--- src/rtl/wb_dcache_vc_ctrl_pkg.sv ---
// Shared types and defaults for the write-back dcache controller
// with victim-cache swap/write-back path.
package wb_dcache_vc_ctrl_pkg;

  localparam int unsigned DEF_IDX_BITS    = 7;
  localparam int unsigned DEF_VC_IDX_BITS = 2;
  localparam int unsigned DEF_BEATS       = 4;

  typedef enum logic [2:0] {
    S_IDLE,
    S_LOOKUP,
    S_VC_SWAP,
    S_WB,
    S_ALLOC,
    S_FLUSH_CHK,
    S_FLUSH_NEXT,
    S_FLUSH_DONE
  } type_dcache_vc_states_e;

  typedef enum logic {
    PH_MAIN,
    PH_VC
  } type_flush_phase_e;

  // Beat index width, at least one bit even for single-beat lines.
  function automatic int unsigned beat_w(input int unsigned beats);
    return (beats > 1) ? $clog2(beats) : 1;
  endfunction

endpackage

--- src/rtl/wb_dcache_vc_ctrl_if.sv ---
// Request, datapath and memory-port bundle of the dcache controller.
// slave: the controller; master: the surrounding LSU/datapath/memory.
interface wb_dcache_vc_ctrl_if
  import wb_dcache_vc_ctrl_pkg::*;
#(
  parameter int unsigned IDX_BITS    = DEF_IDX_BITS,
  parameter int unsigned VC_IDX_BITS = DEF_VC_IDX_BITS,
  parameter int unsigned BEATS       = DEF_BEATS
) ();
  localparam int unsigned BW = beat_w(BEATS);

  logic                   lsummu2dcache_req_i;
  logic                   lsummu2dcache_wr_i;
  logic                   dmem_sel_i;
  logic                   dcache_kill_i;
  logic                   dcache_flush_i;
  logic                   dcache2lsummu_ack_o;
  logic                   cache_hit_i;
  logic                   line_valid_i;
  logic                   main_dirty_i;
  logic                   vc_hit_i;
  logic                   vc_evict_dirty_i;
  logic                   vc_dirty_i;
  logic                   mem2dcache_ack_i;
  logic                   cache_wr_o;
  logic                   cache_line_wr_o;
  logic                   cache_line_clean_o;
  logic                   vc_clean_o;
  logic                   vc_swap_o;
  logic                   vc_insert_o;
  logic                   wb_src_vc_o;
  logic [BW-1:0]          beat_idx_o;
  logic [IDX_BITS-1:0]    evict_index_o;
  logic [VC_IDX_BITS-1:0] vc_index_o;
  logic                   dcache2mem_req_o;
  logic                   dcache2mem_wr_o;
  logic                   dcache2mem_kill_o;

  modport slave (
    input  lsummu2dcache_req_i, lsummu2dcache_wr_i, dmem_sel_i,
    input  dcache_kill_i, dcache_flush_i,
    input  cache_hit_i, line_valid_i, main_dirty_i,
    input  vc_hit_i, vc_evict_dirty_i, vc_dirty_i,
    input  mem2dcache_ack_i,
    output dcache2lsummu_ack_o,
    output cache_wr_o, cache_line_wr_o, cache_line_clean_o, vc_clean_o,
    output vc_swap_o, vc_insert_o, wb_src_vc_o,
    output beat_idx_o, evict_index_o, vc_index_o,
    output dcache2mem_req_o, dcache2mem_wr_o, dcache2mem_kill_o
  );

  modport master (
    output lsummu2dcache_req_i, lsummu2dcache_wr_i, dmem_sel_i,
    output dcache_kill_i, dcache_flush_i,
    output cache_hit_i, line_valid_i, main_dirty_i,
    output vc_hit_i, vc_evict_dirty_i, vc_dirty_i,
    output mem2dcache_ack_i,
    input  dcache2lsummu_ack_o,
    input  cache_wr_o, cache_line_wr_o, cache_line_clean_o, vc_clean_o,
    input  vc_swap_o, vc_insert_o, wb_src_vc_o,
    input  beat_idx_o, evict_index_o, vc_index_o,
    input  dcache2mem_req_o, dcache2mem_wr_o, dcache2mem_kill_o
  );

endinterface

--- src/rtl/wb_dcache_vc_ctrl_dcache_beat_counter.sv ---
// Counts acknowledged line beats; wraps to 0 only on the last-beat
// ack and flags the last beat of the line.
module dcache_beat_counter
  import wb_dcache_vc_ctrl_pkg::*;
#(
  parameter int unsigned BEATS = DEF_BEATS,
  localparam int unsigned BW   = beat_w(BEATS)
) (
  input  logic          clk,
  input  logic          rst,
  input  logic          clr_i,
  input  logic          inc_i,
  output logic [BW-1:0] cnt_o,
  output logic          last_o
);
  logic [BW-1:0] cnt_q;
  logic [BW-1:0] cnt_d;

  assign last_o = (cnt_q == BW'(BEATS - 1));
  assign cnt_o  = cnt_q;

  // Next count: clear on abort, advance on ack, wrap after last beat.
  always_comb begin
    cnt_d = cnt_q;
    if (clr_i) begin
      cnt_d = '0;
    end else if (inc_i) begin
      cnt_d = last_o ? '0 : cnt_q + 1'b1;
    end
  end

  // Beat counter register.
  always_ff @(posedge clk or posedge rst) begin
    if (rst) begin
      cnt_q <= '0;
    end else begin
      cnt_q <= cnt_d;
    end
  end

endmodule

--- src/rtl/wb_dcache_vc_ctrl.sv ---
// Write-back dcache controller: lookup, VC swap, VC write-back on
// miss, multi-beat refill and a two-phase (main, then VC) flush walk.
module wb_dcache_vc_ctrl
  import wb_dcache_vc_ctrl_pkg::*;
#(
  parameter int unsigned IDX_BITS    = DEF_IDX_BITS,
  parameter int unsigned VC_IDX_BITS = DEF_VC_IDX_BITS,
  parameter int unsigned BEATS       = DEF_BEATS
) (
  input logic                clk,
  input logic                rst,
  wb_dcache_vc_ctrl_if.slave bus
);
  localparam int unsigned BW = beat_w(BEATS);
  localparam logic [IDX_BITS-1:0]    IDX_MAX = '1;
  localparam logic [VC_IDX_BITS-1:0] VC_MAX  = '1;

  type_dcache_vc_states_e state_q, state_d;
  type_flush_phase_e      phase_q, phase_d;
  logic [IDX_BITS-1:0]    idx_q, idx_d;
  logic [VC_IDX_BITS-1:0] vc_idx_q, vc_idx_d;
  logic wr_q, wr_d;
  logic sel_q, sel_d;
  logic miss_wb_q, miss_wb_d;
  logic src_vc_q, src_vc_d;

  logic          beat_inc, beat_clr, beat_last;
  logic [BW-1:0] beat_idx;

  logic ack, cwr, lwr, lcln, vcln, swap, ins;
  logic mreq, mwr, mkill;
  logic in_flush, sel_ok, abort, dirty_chk, ph_last;

  dcache_beat_counter #(
    .BEATS(BEATS)
  ) u_beats (
    .clk   (clk),
    .rst   (rst),
    .clr_i (beat_clr),
    .inc_i (beat_inc),
    .cnt_o (beat_idx),
    .last_o(beat_last)
  );

  // A write-back without miss_wb belongs to a flush walk.
  assign in_flush = (state_q == S_FLUSH_CHK)
                  | (state_q == S_FLUSH_NEXT)
                  | (state_q == S_FLUSH_DONE)
                  | ((state_q == S_WB) & ~miss_wb_q);
  assign sel_ok   = (state_q == S_LOOKUP) ? sel_q : bus.dmem_sel_i;
  assign abort    = (state_q != S_IDLE)
                  & (bus.dcache_kill_i | (~in_flush & ~sel_ok));

  assign dirty_chk = (phase_q == PH_VC) ? bus.vc_dirty_i
                                        : bus.main_dirty_i;
  assign ph_last   = (phase_q == PH_VC) ? (vc_idx_q == VC_MAX)
                                        : (idx_q == IDX_MAX);

  // Next-state and strobe decode; abort overrides everything last.
  always_comb begin
    state_d   = state_q;
    phase_d   = phase_q;
    idx_d     = idx_q;
    vc_idx_d  = vc_idx_q;
    wr_d      = wr_q;
    sel_d     = sel_q;
    miss_wb_d = miss_wb_q;
    src_vc_d  = src_vc_q;
    beat_inc  = 1'b0;
    beat_clr  = 1'b0;
    ack       = 1'b0;
    cwr       = 1'b0;
    lwr       = 1'b0;
    lcln      = 1'b0;
    vcln      = 1'b0;
    swap      = 1'b0;
    ins       = 1'b0;
    mreq      = 1'b0;
    mwr       = 1'b0;
    mkill     = 1'b0;
    unique case (state_q)
      S_IDLE: begin
        if (bus.dcache_flush_i) begin
          state_d  = S_FLUSH_CHK;
          phase_d  = PH_MAIN;
          idx_d    = '0;
          vc_idx_d = '0;
        end else if (bus.lsummu2dcache_req_i) begin
          state_d = S_LOOKUP;
          wr_d    = bus.lsummu2dcache_wr_i;
          sel_d   = bus.dmem_sel_i;
        end
      end
      S_LOOKUP: begin
        if (bus.cache_hit_i) begin
          ack     = 1'b1;
          cwr     = wr_q;
          state_d = S_IDLE;
        end else if (bus.vc_hit_i) begin
          swap    = 1'b1;
          state_d = S_VC_SWAP;
        end else if (bus.line_valid_i && bus.vc_evict_dirty_i) begin
          state_d   = S_WB;
          src_vc_d  = 1'b1;
          miss_wb_d = 1'b1;
        end else begin
          ins     = bus.line_valid_i;
          state_d = S_ALLOC;
        end
      end
      S_VC_SWAP: begin
        ack     = 1'b1;
        cwr     = wr_q;
        state_d = S_IDLE;
      end
      S_WB: begin
        mreq     = 1'b1;
        mwr      = 1'b1;
        beat_inc = bus.mem2dcache_ack_i;
        if (bus.mem2dcache_ack_i && beat_last) begin
          src_vc_d = 1'b0;
          if (miss_wb_q) begin
            ins       = 1'b1;
            miss_wb_d = 1'b0;
            state_d   = S_ALLOC;
          end else begin
            state_d = S_FLUSH_NEXT;
            if (src_vc_q) begin
              vcln = 1'b1;
              if (vc_idx_q != VC_MAX) vc_idx_d = vc_idx_q + 1'b1;
            end else begin
              lcln = 1'b1;
              if (idx_q != IDX_MAX) idx_d = idx_q + 1'b1;
            end
          end
        end
      end
      S_ALLOC: begin
        mreq = 1'b1;
        if (bus.mem2dcache_ack_i) begin
          lwr      = 1'b1;
          beat_inc = 1'b1;
          if (beat_last) state_d = S_LOOKUP;
        end
      end
      S_FLUSH_CHK: begin
        if (dirty_chk) begin
          state_d   = S_WB;
          src_vc_d  = (phase_q == PH_VC);
          miss_wb_d = 1'b0;
        end else if (ph_last) begin
          if (phase_q == PH_VC) begin
            state_d = S_FLUSH_DONE;
          end else begin
            phase_d = PH_VC;
            state_d = S_FLUSH_NEXT;
          end
        end else begin
          state_d = S_FLUSH_NEXT;
          if (phase_q == PH_VC) vc_idx_d = vc_idx_q + 1'b1;
          else                  idx_d    = idx_q + 1'b1;
        end
      end
      S_FLUSH_NEXT: begin
        state_d = S_FLUSH_CHK;
      end
      S_FLUSH_DONE: begin
        ack      = 1'b1;
        idx_d    = '0;
        vc_idx_d = '0;
        phase_d  = PH_MAIN;
        state_d  = S_IDLE;
      end
      default: begin
        state_d = S_IDLE;
      end
    endcase
    if (abort) begin
      state_d   = S_IDLE;
      phase_d   = PH_MAIN;
      idx_d     = '0;
      vc_idx_d  = '0;
      miss_wb_d = 1'b0;
      src_vc_d  = 1'b0;
      beat_inc  = 1'b0;
      beat_clr  = 1'b1;
      ack       = 1'b0;
      cwr       = 1'b0;
      lwr       = 1'b0;
      lcln      = 1'b0;
      vcln      = 1'b0;
      swap      = 1'b0;
      ins       = 1'b0;
      mreq      = 1'b0;
      mwr       = 1'b0;
      mkill     = 1'b1;
    end
  end

  // Control state registers.
  always_ff @(posedge clk or posedge rst) begin
    if (rst) begin
      state_q   <= S_IDLE;
      phase_q   <= PH_MAIN;
      idx_q     <= '0;
      vc_idx_q  <= '0;
      wr_q      <= 1'b0;
      sel_q     <= 1'b0;
      miss_wb_q <= 1'b0;
      src_vc_q  <= 1'b0;
    end else begin
      state_q   <= state_d;
      phase_q   <= phase_d;
      idx_q     <= idx_d;
      vc_idx_q  <= vc_idx_d;
      wr_q      <= wr_d;
      sel_q     <= sel_d;
      miss_wb_q <= miss_wb_d;
      src_vc_q  <= src_vc_d;
    end
  end

  assign bus.dcache2lsummu_ack_o = ack;
  assign bus.cache_wr_o          = cwr;
  assign bus.cache_line_wr_o     = lwr;
  assign bus.cache_line_clean_o  = lcln;
  assign bus.vc_clean_o          = vcln;
  assign bus.vc_swap_o           = swap;
  assign bus.vc_insert_o         = ins;
  assign bus.wb_src_vc_o         = src_vc_q;
  assign bus.beat_idx_o          = beat_idx;
  assign bus.evict_index_o       = idx_q;
  assign bus.vc_index_o          = vc_idx_q;
  assign bus.dcache2mem_req_o    = mreq;
  assign bus.dcache2mem_wr_o     = mwr;
  assign bus.dcache2mem_kill_o   = mkill;

endmodule

--- src/flat_wrapper.sv ---
// flat-port wrapper written by rule: the top's interface ports become plain ports
module wb_dcache_vc_ctrl_flat import wb_dcache_vc_ctrl_pkg::*;
#(
  parameter int unsigned IDX_BITS    = DEF_IDX_BITS,
  parameter int unsigned VC_IDX_BITS = DEF_VC_IDX_BITS,
  parameter int unsigned BEATS       = DEF_BEATS
)
  (clk, rst, bus_lsummu2dcache_req_i, bus_lsummu2dcache_wr_i, bus_dmem_sel_i, bus_dcache_kill_i, bus_dcache_flush_i, bus_cache_hit_i, bus_line_valid_i, bus_main_dirty_i, bus_vc_hit_i, bus_vc_evict_dirty_i, bus_vc_dirty_i, bus_mem2dcache_ack_i, bus_dcache2lsummu_ack_o, bus_cache_wr_o, bus_cache_line_wr_o, bus_cache_line_clean_o, bus_vc_clean_o, bus_vc_swap_o, bus_vc_insert_o, bus_wb_src_vc_o, bus_beat_idx_o, bus_evict_index_o, bus_vc_index_o, bus_dcache2mem_req_o, bus_dcache2mem_wr_o, bus_dcache2mem_kill_o);
  wb_dcache_vc_ctrl_if #(.IDX_BITS(IDX_BITS), .VC_IDX_BITS(VC_IDX_BITS), .BEATS(BEATS)) bus_i ();
  input logic clk;
  input logic rst;
  input wire logic [$bits(bus_i.lsummu2dcache_req_i)-1:0] bus_lsummu2dcache_req_i;
  input wire logic [$bits(bus_i.lsummu2dcache_wr_i)-1:0] bus_lsummu2dcache_wr_i;
  input wire logic [$bits(bus_i.dmem_sel_i)-1:0] bus_dmem_sel_i;
  input wire logic [$bits(bus_i.dcache_kill_i)-1:0] bus_dcache_kill_i;
  input wire logic [$bits(bus_i.dcache_flush_i)-1:0] bus_dcache_flush_i;
  input wire logic [$bits(bus_i.cache_hit_i)-1:0] bus_cache_hit_i;
  input wire logic [$bits(bus_i.line_valid_i)-1:0] bus_line_valid_i;
  input wire logic [$bits(bus_i.main_dirty_i)-1:0] bus_main_dirty_i;
  input wire logic [$bits(bus_i.vc_hit_i)-1:0] bus_vc_hit_i;
  input wire logic [$bits(bus_i.vc_evict_dirty_i)-1:0] bus_vc_evict_dirty_i;
  input wire logic [$bits(bus_i.vc_dirty_i)-1:0] bus_vc_dirty_i;
  input wire logic [$bits(bus_i.mem2dcache_ack_i)-1:0] bus_mem2dcache_ack_i;
  output wire logic [$bits(bus_i.dcache2lsummu_ack_o)-1:0] bus_dcache2lsummu_ack_o;
  output wire logic [$bits(bus_i.cache_wr_o)-1:0] bus_cache_wr_o;
  output wire logic [$bits(bus_i.cache_line_wr_o)-1:0] bus_cache_line_wr_o;
  output wire logic [$bits(bus_i.cache_line_clean_o)-1:0] bus_cache_line_clean_o;
  output wire logic [$bits(bus_i.vc_clean_o)-1:0] bus_vc_clean_o;
  output wire logic [$bits(bus_i.vc_swap_o)-1:0] bus_vc_swap_o;
  output wire logic [$bits(bus_i.vc_insert_o)-1:0] bus_vc_insert_o;
  output wire logic [$bits(bus_i.wb_src_vc_o)-1:0] bus_wb_src_vc_o;
  output wire logic [$bits(bus_i.beat_idx_o)-1:0] bus_beat_idx_o;
  output wire logic [$bits(bus_i.evict_index_o)-1:0] bus_evict_index_o;
  output wire logic [$bits(bus_i.vc_index_o)-1:0] bus_vc_index_o;
  output wire logic [$bits(bus_i.dcache2mem_req_o)-1:0] bus_dcache2mem_req_o;
  output wire logic [$bits(bus_i.dcache2mem_wr_o)-1:0] bus_dcache2mem_wr_o;
  output wire logic [$bits(bus_i.dcache2mem_kill_o)-1:0] bus_dcache2mem_kill_o;
  assign bus_i.lsummu2dcache_req_i = bus_lsummu2dcache_req_i;
  assign bus_i.lsummu2dcache_wr_i = bus_lsummu2dcache_wr_i;
  assign bus_i.dmem_sel_i = bus_dmem_sel_i;
  assign bus_i.dcache_kill_i = bus_dcache_kill_i;
  assign bus_i.dcache_flush_i = bus_dcache_flush_i;
  assign bus_i.cache_hit_i = bus_cache_hit_i;
  assign bus_i.line_valid_i = bus_line_valid_i;
  assign bus_i.main_dirty_i = bus_main_dirty_i;
  assign bus_i.vc_hit_i = bus_vc_hit_i;
  assign bus_i.vc_evict_dirty_i = bus_vc_evict_dirty_i;
  assign bus_i.vc_dirty_i = bus_vc_dirty_i;
  assign bus_i.mem2dcache_ack_i = bus_mem2dcache_ack_i;
  assign bus_dcache2lsummu_ack_o = bus_i.dcache2lsummu_ack_o;
  assign bus_cache_wr_o = bus_i.cache_wr_o;
  assign bus_cache_line_wr_o = bus_i.cache_line_wr_o;
  assign bus_cache_line_clean_o = bus_i.cache_line_clean_o;
  assign bus_vc_clean_o = bus_i.vc_clean_o;
  assign bus_vc_swap_o = bus_i.vc_swap_o;
  assign bus_vc_insert_o = bus_i.vc_insert_o;
  assign bus_wb_src_vc_o = bus_i.wb_src_vc_o;
  assign bus_beat_idx_o = bus_i.beat_idx_o;
  assign bus_evict_index_o = bus_i.evict_index_o;
  assign bus_vc_index_o = bus_i.vc_index_o;
  assign bus_dcache2mem_req_o = bus_i.dcache2mem_req_o;
  assign bus_dcache2mem_wr_o = bus_i.dcache2mem_wr_o;
  assign bus_dcache2mem_kill_o = bus_i.dcache2mem_kill_o;
  wb_dcache_vc_ctrl #(.IDX_BITS(IDX_BITS), .VC_IDX_BITS(VC_IDX_BITS), .BEATS(BEATS)) u_core (.clk(clk), .rst(rst), .bus(bus_i));
endmodule
--- config.mk ---
export PLATFORM = sky130hd
export DESIGN_NAME = wb_dcache_vc_ctrl_flat
export DESIGN_NICKNAME = d
export VERILOG_FILES = /design/src/rtl/wb_dcache_vc_ctrl_pkg.sv /design/src/rtl/wb_dcache_vc_ctrl_if.sv /design/src/rtl/wb_dcache_vc_ctrl_dcache_beat_counter.sv /design/src/rtl/wb_dcache_vc_ctrl.sv /design/src/flat_wrapper.sv
export SDC_FILE = /design/constraint.sdc
export NUM_CORES = 1
export LEC_CHECK = 0
export ABC_AREA = 1
export BUFFER_PORTS_ARGS = -buffer_cell sky130_fd_sc_hd__buf_2
export CAP_MARGIN = 20
export CORE_MARGIN = 2
export CORE_UTILIZATION = 46
export CTS_CLUSTER_DIAMETER = 60
export DETAILED_ROUTE_END_ITERATION = 8
export PLACE_DENSITY = 0.7
export SLEW_MARGIN = 25
export SYNTH_ARGS = -nofsm -noshare
export SYNTH_HDL_FRONTEND = slang
export SYNTH_SLANG_ARGS = --single-unit
--- constraint.sdc ---
create_clock -name clk -period 2.1 [get_ports clk]
set_clock_uncertainty 0.05 [all_clocks]
set_input_delay 0.105 -clock clk [delete_from_list [all_inputs] [get_ports clk]]
set_output_delay 0.105 -clock clk [all_outputs]
set_load 0.02 [all_outputs]
==> flow_metrics.py, run 1 <==
metrics = {
    "place": {
        "routabilityCongestion": 0.901,
        "place_inst": 306,
        "hpwl_mm": 2.94,
        "io_buffers": 35,
        "placed_cell_area_um2": 1760,
    },
    "power": {
        "finalPower_w": 0.00238,
        "power.share.clock_pct": 8.5,
        "ir_drop_mv": 0.744,
        "p_sw_w": 0.00122,
        "pwr-share-comb_pct": 67.4,
        "power_density_nw_per_um2": 1200,
        "seqPwrFrac_pct": 24.1,
        "internal_power_w": 0.00117,
        "p_leak_nw": 1.09,
        "switching_share_pct": 51.0,
    },
    "global_routing": {
        "track_usage_pct": 22.5,
        "grt_max_degree": 20,
        "globalRoute.busiestLayer": "met2",
        "grt_pass1_vias": 1491,
        "grt_first_pass_wirelength_mm": 6.48,
        "grt_util_met1_pct": 31.8,
        "overflow": 0,
        "antenna_found_initial": 0,
        "use_met3_pct": 2.90,
        "gr-usage-met2_pct": 35.9,
    },
    "timing": {
        "holdWs_ns": 0.0356,
        "fmax_mhz": 490,
        "setup_violations": 0,
        "slew_violations": 0,
        "slew_headroom_pct": 49.9,
        "worst_pin_slew_ns": 0.751,
        "fin_crit_sh_pct": 97.3,
        "rsz0062_at_grt": "yes",
        "finalHoldViolCount": 0,
        "finalCriticalPeriod_ns": 2.04,
    },
    "synthesis": {
        "yosysTopAreaCell": "dfrtp_1",
        "yosysMostFrequentCell": "nand2_1",
        "yosysTopAreaCellShare_pct": 30.9,
        "synth.area.top_cells": "dfrtp_1 31%, nand2_1 15%, nor2_1 7.3%",
        "ys_seq_area_share_pct": 30.9,
        "synth_edf_count": 0,
        "yosysWarnings": 0,
        "synthArstFlopShare_pct": 100,
        "synth_ff_type": "dfrtp_1",
        "synth_seq_cells": 19,
        "synthTopCellsByCount": "63 x nand2_1, 30 x nor2_1, 24 x inv_1, 20 x nand3_1, 19 x dfrtp_1",
        "syn_inst": 227,
        "synth_nets": 244,
        "synth_area_um2": 1540,
        "syn_avg_cell_area_um2": 6.77,
        "synth_cell_types": 26,
    },
    "routing": {
        "wl_per_cell_um": 12.4,
        "ant_nets": 0,
        "drt-pass1-iter-count": 4,
        "totalWireLength_mm": 4.02,
        "drt-initial-drc-count": 74,
        "via_per_inst": 5.11,
        "num_vias": 1661,
        "drc": 0,
    },
    "floorplanning": {
        "core_um2": 3100,
        "ioPinCount": 36,
        "die_w_um": 61.8,
        "die-area_um2": 3820,
        "rows": 20,
        "floorplan.initialDensity_pct": 49.5,
        "die_h_um": 61.8,
    },
    "clock_network": {
        "clk_latency_ns": 0.31,
        "clk_pin_slew_ns": 0.12,
        "cts_tree": "done",
        "clockRootBuffer": "clkbuf_4",
        "htreeDepth": 1,
        "cts.sinks": 19,
        "numCtsBuffers": 3,
        "cts_buffer_depth": 2,
    },
    "layout": {
        "fillerInstances": 305,
        "drive_above_1_share_pct": 34.9,
        "n_antenna_cell": 0,
        "syn_to_final_growth_pct": 29.6,
        "instances_no_fill": 325,
        "fin_area_um2": 1990,
        "nets": 299,
    },
    "worst_setup_path": {
        "critPathRequiredTime_ns": 1.95,
        "crit_fanout": 10,
        "crit_start": "u_core.state_q[0]",
        "cp-endpoint": "bus_dcache2lsummu_ack_o",
        "r2r-start": "u_core.state_q[0]",
        "r2r_setup_slack_ns": 0.09,
        "critPathLaunchType": "register",
        "end_kind": "primary output",
        "arrival_ns": 1.89,
        "critPathKind": "reg2out",
        "ff2ff_path_depth": 15,
        "r2r_end": "u_core.bus.wb_src_vc_o",
    },
    "min_path": {
        "hold_path_class": "in2reg",
    },
    "job": {
        "maxCapViolations": 0,
    },
    "status": {
        "status": "completed",
    },
}
[worst max-delay path, cell delays in order (launching register included)]
cell and delay [ns]:
dfrtp_1 0.44, buf_4 0.16, nor2_4 0.12, nor2_1 0.07, nor2_4 0.12, nand3_4 0.12
nand2_4 0.13, nand2_8 0.09, inv_8 0.11, a21oi_1 0.04, buf_2 0.16
[layout make-up]
type | instances | area (µm²) | area share, %
sequential | 19 | 478 | 24.0
inverter | 30 | 120 | 6.03
timing repair buffer | 52 | 314 | 15.8
clock buffer | 4 | 26.3 | 1.32
tap | 44 | 55.1 | 2.77
multi-input combinational | 176 | 997 | 50.1
[registers in the layout, indices dropped and copies added, names as in the netlist]
signal                    cells
u_core.bus.evict_index_o      7
u_core.state_q                3
u_core.bus.vc_index_o         2
u_core.u_beats.cnt_o          2
u_core.bus.wb_src_vc_o        1
u_core.miss_wb_q              1
u_core.phase_q                1
u_core.sel_q                  1
u_core.wr_q                   1
[power by group through the flow]
stage          registers, W  logic (W)  clock network (W)
2_1_floorplan      0.000599   0.000970                  0
3_3_place_gp       0.000567    0.00122                  0
3_5_place_dp       0.000570    0.00124                  0
4_1_cts            0.000561    0.00133           0.000199
5_1_grt            0.000589    0.00176           0.000217
6_report           0.000573    0.00161           0.000203
[stage by stage]
stage	TNS (ns)	util, %	setup WS [ns]
final	0	64.2	0.0572
after CTS	0	59.6	0.0123
after global placement	0	56.7	0.174
after global routing	-0.0881	64.2	-0.0253
after floorplan	0	-	0.00373
after detailed placement	0	56.7	0.106
[layer usage]
| layer | vias up | routed length (µm) | part of all wire, % |
|---|---|---|---|
| li1 | 834 | - | - |
| met1 | 762 | 1890 | 47 |
| met2 | 58 | 1860 | 46 |
| met3 | 7 | 213 | 5.3 |
| met4 | 0 | 55 | 1.4 |
| met5 | - | 0 | 0 |
[cell families (layout without fill, tap and decap cells)]
family,count (synthesis),in the layout,share of synthesized area [%]
simple gates,151,151,49.2
buf+inv,32,86,8.79
flops,19,19,30.9
compound gates,18,18,6.19
fa+ha+maj,3,3,2.44
xor+xnor,3,3,1.71
mux,1,1,0.733
[placed cells by master, fill, tap and decap left out, types with 3 or more instances in the layout]
master | Yosys | final
nand2_1 | 63 | 61
buf_2 | 0 | 34
nor2_1 | 30 | 28
inv_1 | 24 | 23
nand3_1 | 20 | 20
dfrtp_1 | 19 | 17
buf_4 | 0 | 15
o21ai_0 | 10 | 10
nand2_2 | 9 | 9
nor2_4 | 3 | 7
nand4_1 | 7 | 7
inv_2 | 6 | 6
nand2_4 | 5 | 6
a21oi_1 | 5 | 4
nor4_2 | 0 | 3
ha_1 | 3 | 3
clkbuf_4 | 0 | 3
[worst min path at each step]
stage | from | end | depth (start not counted)
floorplan | rst | u_core.bus.evict_index_o[0] | 1
global placement | rst | u_core.bus.evict_index_o[0] | 2
detailed placement | rst | u_core.bus.evict_index_o[0] | 2
CTS | bus_dmem_sel_i | u_core.sel_q | 3
global route | bus_dmem_sel_i | u_core.sel_q | 3
finish | bus_dmem_sel_i | u_core.sel_q | 3
[repair_timing]
| action | 4_1_cts | 5_1_grt |
|---|---|---|
| pin swaps | 0 | 3 |
| gates resized for setup | 5 | 18 |
| hold buffers | 2 | 0 |
| buffers inserted | 3 | 10 |
| hold endpoints to repair | 20 | 0 |
| setup endpoints to repair | 5 | 17 |
Power figures use the tool's default switching activity.
==> run 2: changes to the inputs <==
--- a/config.mk
+++ b/config.mk
@@ -16,4 +16,5 @@
 export SLEW_MARGIN = 25
 export SYNTH_ARGS = -nofsm -noshare
 export SYNTH_HDL_FRONTEND = slang
+export SYNTH_HIERARCHICAL = 1
 export SYNTH_SLANG_ARGS = --single-unit
==> run 2 against run 1 <==
Effect of this change: sequential share of layout area up 0.26 points; critical path depth unchanged; largest cell class unchanged; via count up 3.7%; combinational power down 17%; wire length up 1.3%; critical endpoint is now bus_vc_clean_o; clock power down 8%; first-iteration DRC count up 49%; synthesized area up 0.81%; highest routed layer unchanged; sequential cell count unchanged.
==> flow_metrics.py, run 2 <==
metrics = {
    "status": {
        "status": "completed",
    },
    "synthesis": {
        "synth_seq_cells": 19,
        "syn_inst": 240,
        "syn_avg_cell_area_um2": 6.45,
        "synthTopCellsByCount": "63 x nand2_1, 37 x nor2_1, 31 x nand3_1, 23 x inv_1, 19 x dfrtp_1",
        "synth_nets": 257,
        "synthArstFlopShare_pct": 100,
        "yosysTopAreaCell": "dfrtp_1",
        "synth.area.top_cells": "dfrtp_1 31%, nand2_1 15%, nand3_1 10%",
        "ys_seq_area_share_pct": 30.7,
        "yosysWarnings": 6,
        "synth_ff_type": "dfrtp_1",
        "synth_cell_types": 29,
        "yosysMostFrequentCell": "nand2_1",
        "synth_edf_count": 0,
        "synth_area_um2": 1550,
        "yosysTopAreaCellShare_pct": 30.7,
    },
    "worst_setup_path": {
        "cp-endpoint": "bus_vc_clean_o",
        "r2r_end": "u_core/bus.vc_index_o[0]",
        "critPathKind": "reg2out",
        "end_kind": "primary output",
        "path_depth": 10,
        "crit_start": "u_core/state_q[0]",
        "crit_buf_inv": 3,
        "max_stage_delay_ns": 0.50,
        "crit_family": "simple AND/OR/NAND/NOR gates",
        "arrival_ns": 1.87,
        "r2r-start": "u_core/state_q[2]",
        "critPathLaunchType": "register",
        "ff2ff_path_depth": 14,
        "critPathRequiredTime_ns": 1.95,
        "cp_slowest_cell": "dfrtp_2",
        "cpMostUsedCell": "buf_6",
        "crit_chain": "buf_4, a21oi_1, nor2_1, nand3_1, nand2_2, nand2_4, buf_6, nand3_2, nor2_2, buf_6",
        "crit_fanout": 7,
        "r2r_setup_slack_ns": 0.14,
    },
    "place": {
        "routabilityCongestion": 0.904,
        "hpwl_mm": 2.98,
        "io_buffers": 35,
        "placed_cell_area_um2": 1790,
        "place_inst": 323,
    },
    "routing": {
        "drt-pass1-iter-count": 4,
        "num_vias": 1722,
        "totalWireLength_mm": 4.07,
        "drc": 0,
        "via_per_inst": 5.05,
        "drt-initial-drc-count": 110,
        "wl_per_cell_um": 11.9,
        "ant_nets": 0,
    },
    "clock_network": {
        "cts_buffer_depth": 2,
        "clk_pin_slew_ns": 0.12,
        "clockRootBuffer": "clkbuf_4",
        "numCtsBuffers": 3,
        "htreeDepth": 1,
        "cts.sinks": 19,
        "cts_tree": "done",
        "clk_latency_ns": 0.29,
    },
    "layout": {
        "syn_to_final_growth_pct": 27.1,
        "nets": 313,
        "instances_no_fill": 341,
        "fillerInstances": 322,
        "postLayoutCoreUtil_pct": 60.0,
        "fin_area_um2": 1970,
        "n_antenna_cell": 0,
        "final_common_cell": "nand2_1",
        "largest_reg_flops": 7,
        "drive_above_1_share_pct": 28.5,
        "final_cell_mix": "62 x nand2_1, 36 x nor2_1, 34 x buf_2, 30 x nand3_1, 23 x inv_1",
    },
    "min_path": {
        "hold_path_class": "in2reg",
    },
    "floorplanning": {
        "die_h_um": 62.0,
        "ioPinCount": 36,
        "core_um2": 3280,
        "die_w_um": 62.0,
        "rows": 21,
        "floorplan.initialDensity_pct": 47.2,
        "die-area_um2": 3850,
    },
    "timing": {
        "slew_violations": 0,
        "tns_ns": 0,
        "fmax_mhz": 494,
        "setup_violations": 0,
        "finalCriticalPeriod_ns": 2.02,
        "fin_crit_sh_pct": 96.3,
        "slew_headroom_pct": 53.9,
        "worst_pin_slew_ns": 0.691,
        "finalHoldViolCount": 0,
        "rsz0062_at_grt": "yes",
    },
    "global_routing": {
        "track_usage_pct": 21.2,
        "grt_pass1_vias": 1367,
        "antenna_found_initial": 0,
        "grt_first_pass_wirelength_mm": 6.11,
        "overflow": 0,
        "grt_max_degree": 18,
    },
    "power": {
        "p_leak_nw": 1.12,
        "power_density_nw_per_um2": 1050,
        "ir_drop_mv": 0.642,
        "finalPower_w": 0.00207,
    },
    "job": {
        "maxCapViolations": 0,
    },
}
==> run 2: kinds of logic after synthesis <==
kind of cell	Yosys count	share of synthesized area, %
AND/OR/NAND/NOR	160	47.8
buffers and inverters	36	10.8
AO/OA/AOI/OAI	19	6.54
flip-flops	19	30.7
XOR/XNOR	3	1.70
adder cells (fa/ha/maj)	3	2.42
==> run 2: repair_timing <==
item	in CTS	in global routing
pin swaps	0	5
hold buffers	2	0
endpoints found under the hold margin	20	0
gates resized for setup	2	12
cloned	0	1
endpoints found under the setup margin	6	19
buffers inserted	2	9
==> run 2: worst min path at each step <==
| stage | slack [ns] | start | endpoint | cells after the start |
|---|---|---|---|---|
| after floorplan | -0.20 | rst | u_core/u_beats/cnt_o[0] | 1 |
| after global placement | -0.09 | rst | u_core/u_beats/cnt_o[0] | 2 |
| after detailed placement | -0.08 | rst | u_core/u_beats/cnt_o[1] | 2 |
| after CTS | 0.04 | bus_dmem_sel_i | u_core/sel_q | 3 |
| after global routing | 0.08 | bus_dmem_sel_i | u_core/sel_q | 3 |
| final | 0.04 | bus_dmem_sel_i | u_core/sel_q | 3 |
==> run 2: final cells by class <==
cell class | count | area (µm²) | share of cell area, %
timing repair buffer | 56 | 348 | 17.7
multi-input combinational | 186 | 943 | 47.9
clock buffer | 4 | 26.3 | 1.33
inverter | 30 | 116 | 5.91
tap | 46 | 57.6 | 2.92
sequential | 19 | 478 | 24.3
==> run 2: tightest hold or removal path, delay by kind of cell <==
kind	cells	cell delay, ns
AOI/OAI and AO/OA	1	0.08
buffers and inverters	2	0.17
==> run 2: per-layer routing <==
metal | track usage (%) | routed length (µm) | vias to the layer above
met5 | 0 | 0 | -
met4 | 6.08 | 78 | 0
met3 | 2.48 | 329 | 8
met2 | 29.5 | 1720 | 75
met1 | 33.8 | 1940 | 750
li1 | - | - | 889
==> run 2: metrics by stage <==
step           hold WS (ns)  setup WS (ns)
6_report             0.0447         0.0768
5_1_grt              0.0763        -0.0260
4_1_cts              0.0397       0.000578
3_5_place_dp        -0.0819         0.0956
3_3_place_gp        -0.0857          0.146
2_1_floorplan        -0.204          0.204
==> run 2: where the power goes <==
| part | switching, W | internal, W | leakage [nW] |
|---|---|---|---|
| Clock | 0.000114 | 0.0000737 | 0.0150 |
| Combinational | 0.000824 | 0.000509 | 0.858 |
| Sequential | 0.0000948 | 0.000456 | 0.251 |
